==> src/rtl/operand_fetch.sv <==
// operand_fetch: register-read stage with write-back bypass, 8-entry scoreboard and
// RAW/WAW hazard stall between decode and execute.
module operand_fetch #(
    parameter int DW = 32,
    parameter int AW = 3,
    parameter int CW = 16
) (
    input  logic          clk,
    input  logic          n_rst,
    input  logic          in_valid,
    output logic          in_ready,
    input  logic [5:0]    in_op,
    input  logic [AW-1:0] in_ra1,
    input  logic [AW-1:0] in_ra2,
    input  logic [AW-1:0] in_wa,
    input  logic          in_we,
    input  logic          in_use_imm,
    input  logic [DW-1:0] in_imm,
    output logic [AW-1:0] rf_ra1,
    output logic [AW-1:0] rf_ra2,
    input  logic [DW-1:0] rf_rd1,
    input  logic [DW-1:0] rf_rd2,
    input  logic          wb_we,
    input  logic [AW-1:0] wb_wa,
    input  logic [DW-1:0] wb_wd,
    output logic          out_valid,
    input  logic          out_ready,
    output logic [5:0]    out_op,
    output logic [DW-1:0] out_a,
    output logic [DW-1:0] out_b,
    output logic [AW-1:0] out_wa,
    output logic          out_we,
    output logic [CW-1:0] stall_cnt
);
    localparam int NR = 1 << AW;

    logic [NR-1:0] pend_q, pend_d, clr, set, eff;
    logic [CW-1:0] stall_q, stall_d;
    logic          valid_q, we_q, hz, fire;
    logic [5:0]    op_q;
    logic [DW-1:0] a_q, b_q, op_a, op_b;
    logic [AW-1:0] wa_q;

    assign rf_ra1 = in_ra1;
    assign rf_ra2 = in_ra2;

    assign op_a = (wb_we && wb_wa == in_ra1) ? wb_wd : rf_rd1;
    assign op_b = in_use_imm ? in_imm : ((wb_we && wb_wa == in_ra2) ? wb_wd : rf_rd2);

    // a same-cycle write-back resolves the hazard it clears
    assign clr = wb_we ? NR'(1) << wb_wa : '0;
    assign eff = pend_q & ~clr;
    assign hz  = in_valid && (eff[in_ra1] || (!in_use_imm && eff[in_ra2]) || (in_we && eff[in_wa]));

    assign in_ready = !hz && (!valid_q || out_ready);
    assign fire     = in_valid && in_ready;

    assign set     = (fire && in_we) ? NR'(1) << in_wa : '0;
    assign pend_d  = eff | set;
    assign stall_d = (hz && stall_q != '1) ? stall_q + CW'(1) : stall_q;

    always_ff @(posedge clk or negedge n_rst) begin
        if (!n_rst) begin
            valid_q <= 1'b0;
            op_q    <= '0;
            a_q     <= '0;
            b_q     <= '0;
            wa_q    <= '0;
            we_q    <= 1'b0;
            pend_q  <= '0;
            stall_q <= '0;
        end else begin
            pend_q  <= pend_d;
            stall_q <= stall_d;
            if (fire) begin
                valid_q <= 1'b1;
                op_q    <= in_op;
                a_q     <= op_a;
                b_q     <= op_b;
                wa_q    <= in_wa;
                we_q    <= in_we;
            end else if (out_ready) begin
                valid_q <= 1'b0;
            end
        end
    end

    assign out_valid = valid_q;
    assign out_op    = op_q;
    assign out_a     = a_q;
    assign out_b     = b_q;
    assign out_wa    = wa_q;
    assign out_we    = we_q;
    assign stall_cnt = stall_q;
endmodule

==> config.mk <==
export PLATFORM = sky130hd
export DESIGN_NAME = operand_fetch
export DESIGN_NICKNAME = d
export VERILOG_FILES = /design/src/rtl/operand_fetch.sv
export SDC_FILE = /design/constraint.sdc
export NUM_CORES = 1
export LEC_CHECK = 0
export ABC_AREA = 1
export CAP_MARGIN = 20
export CORE_UTILIZATION = 43
export DETAILED_ROUTE_END_ITERATION = 8
export GPL_TIMING_DRIVEN = 0
export PLACE_DENSITY = 0.84
export SYNTH_ARGS = -nofsm -noshare
export SYNTH_HDL_FRONTEND = slang
export SYNTH_SLANG_ARGS = --single-unit
==> constraint.sdc <==
create_clock -name clk -period 2.4 [get_ports clk]
set_clock_uncertainty 0.2 [all_clocks]
set_input_delay 0.24 -clock clk [delete_from_list [all_inputs] [get_ports clk]]
set_output_delay 0.24 -clock clk [all_outputs]
set_load 0.05 [all_outputs]
==> results.py <==
metrics = {
    "clock_network": {
        "root_buffer": "clkbuf_16",
        "h-tree-depth": 3,
        "cts_tree": "done",
        "clkTransAtPathRegs_ns": 0.06,
        "cts_made_buffers": 9,
        "clk_path_buf_depth": 2,
        "cts.sinks": 99,
        "worstSkewPairLatency_ns": 0.35,
    },
    "power": {
        "p_total_mw": 7.84,
        "p_per_area_nw_per_um2": 884,
        "vdd_drop_max_v": 0.000475,
        "p_leak_nw": 4.11,
    },
    "layout": {
        "syn2layout_area_growth_pct": 55.0,
        "diodes": 0,
        "fin_nets": 1238,
        "final_layout_size_suffix_gt1_share_pct": 6.70,
    },
    "floorplanning": {
        "die_height_um": 117,
        "rows": 41,
        "core_area_um2": 12800,
        "initial_core_util_pct": 44.8,
        "num_io_pins": 251,
        "die_w_um": 117,
        "die_area_um2": 13800,
    },
    "sta": {
        "max_freq_ghz": 0.433,
        "fin_hold_ws_ns": 0.0553,
        "rsz0062_at_grt": "yes",
        "slew_viol_final": 0,
        "final_hold_viol_count": 0,
        "finalSetupViolCount": 0,
        "slew_headroom_pct": 54.7,
        "min_period_over_period_pct": 96.1,
        "fin_setup_tns_ns": 0,
        "worst_pin_slew_ns": 0.679,
        "fin_crit_ns": 2.31,
        "setup_slack_ns": 0.0931,
    },
    "detailed_routing": {
        "drc_errors": 0,
        "initialDrtViolationCount": 508,
        "ant_nets": 0,
        "wl_per_cell_um": 16.3,
        "vias": 6431,
        "dr.pass1.iters": 5,
        "wl_um": 20500,
        "viasPerCell": 5.10,
    },
    "grt": {
        "top_usage_layer": "met2",
        "grt_use_total_pct": 30.7,
        "grt_use_met3_pct": 6.71,
        "grt_pass1_vias": 6409,
        "grt_pass1_wl_um": 33000,
        "grt_start_max_net_pins": 60,
        "antenna_found_initial": 0,
        "use_met2_pct": 51.5,
        "grt_overflow": 0,
        "grtUsageMet1_pct": 38.0,
    },
    "synth": {
        "seq_area_frac_synth_pct": 43.3,
        "syn-num-nets": 974,
        "ys_ff_latch": 99,
        "syn_inst": 820,
        "synth_common_cells": "278 x nand2_1, 112 x inv_1, 99 x dfrtp_1",
        "synthDistinctLibCells": 25,
        "post-synth-top-count-cell": "nand2_1",
        "synth.avg_cell_area_um2": 6.98,
        "yosysTopAreaCell": "dfrtp_1",
        "syn_area_um2": 5720,
        "yosys-top-cells-area": "dfrtp_1 43%, nand2_1 18%, inv_1 7.3%, o21ai_1 5.8%, nand3_1 5.5%",
        "async_flop_share_pct": 100,
        "yosysWarnings": 0,
        "synth_top_area_share_pct": 43.3,
        "synth-main-ff-cell": "dfrtp_1",
        "synth_edf_count": 0,
    },
    "setup_path": {
        "crit_required_ns": 1.96,
        "crit_fanout": 6,
        "crit_path_start_kind": "input pin",
        "criticalPathCategory": "in -> out",
        "cp.arrival_ns": 1.87,
        "cp-end-kind": "primary output",
    },
    "place": {
        "numPortBuffers": 249,
        "dpl.hpwl_um": 15500,
        "place_congestion": 0.923,
        "dp_slack_ns": -0.892,
    },
    "worst_hold_path": {
        "holdCritPathClass": "in -> reg",
    },
    "outcome": {
        "status": "completed",
    },
    "flow_run": {
        "drv_cap": 0,
    },
}
## sequential cells by signal, summed over array words and instances (netlist names)
register	flops
out_a	32
pend_q	8
out_wa	3
out_b	32
stall_cnt	16
out_op	6
out_we	1
out_valid	1
## final timing paths
path	to	startpoint	slack, ns	cells past startpoint
max reg2reg	stall_cnt[14]	stall_cnt[0]	0.18	11
max in group asynchronous	out_b[29]	n_rst	1.08	3
min in group asynchronous	out_a[12]	n_rst	0.22	2
min	out_wa[0]	in_wa[0]	0.06	3
min reg2reg	out_a[12]	out_a[12]	0.32	2
max	in_ready	wb_wa[0]	0.09	12
## power by group
part           leakage (nW)  total, mW  switching, mW  internal (mW)
Sequential             1.24       2.42          0.305           2.12
Clock                 0.142       1.51          0.669          0.842
Combinational          2.73       3.91           2.56           1.35
## cells in the final DEF (no fill, tap or decap), types with 6 or more instances in the layout
master / instances
nand2_2: 8
nand2_1: 270
xor2_1: 11
a21oi_1: 6
buf_6: 7
nand3_1: 63
clkbuf_1: 19
o21ai_1: 66
nor3_1: 6
nor2_1: 51
clkdlybuf4s50_1: 240
a31oi_1: 31
dfrtp_1: 99
o21ai_0: 24
clkbuf_16: 9
buf_4: 21
inv_1: 110
## metrics by stage
step	area [um^2]	cells	util, %
4_1_cts	8810	1260	69.0
5_1_grt	8870	1261	69.4
2_1_floorplan	5720	820	-
6_report	8870	1261	69.4
3_5_place_dp	8450	1242	66.2
3_3_place_gp	8430	1241	66.0
## logic make-up (layout without fill, tap and decap cells)
group	Yosys count	after routing	synth area share [%]
adders and majority gates	1	1	0.219
xor gates and xnor gates	14	14	2.14
buffers and inverters	163	432	12.6
and+or+nand+nor	409	409	29.0
AOI/OAI and AO/OA	134	134	12.7
DFF	99	99	43.3
## worst max-delay path, stage by stage
cell and delay (ns):
dlygate4sd2_1 0.36, inv_2 0.10, nor2_2 0.10, nand2_1 0.08, nand2_1 0.13, nand2_1 0.07, nand3_1 0.07, nand3_1 0.08
nand3_1 0.14, nand3_2 0.14, a21oi_2 0.18, buf_6 0.17
## layer usage
metal	part of all wire, %	vias to the layer above	routed length, um
met3	7.3	46	1490
li1	-	3104	-
met2	48	285	9940
met1	41	2996	8500
met5	0	-	0
met4	2.9	0	599
## cell type report
cell class,instances,area [um^2]
clock buffer,11,243
sequential,99,2480
inverter,114,428
clock inverter,5,62.6
buffer,49,305
timing repair buffer,253,2550
multi-input combinational,558,2580
tap,172,215
fill,1074,3910
## what timing repair did
item                                    4_1_cts  5_1_grt
gates cloned                                  0        0
endpoints found under the hold margin        40        0
gates resized for setup                      20       21
pin swaps                                     1        1
endpoints found under the setup margin       86       97
buffers inserted                              1        1
hold buffers                                  1        0
No activity file was read; power rests on OpenSTA's default activity.
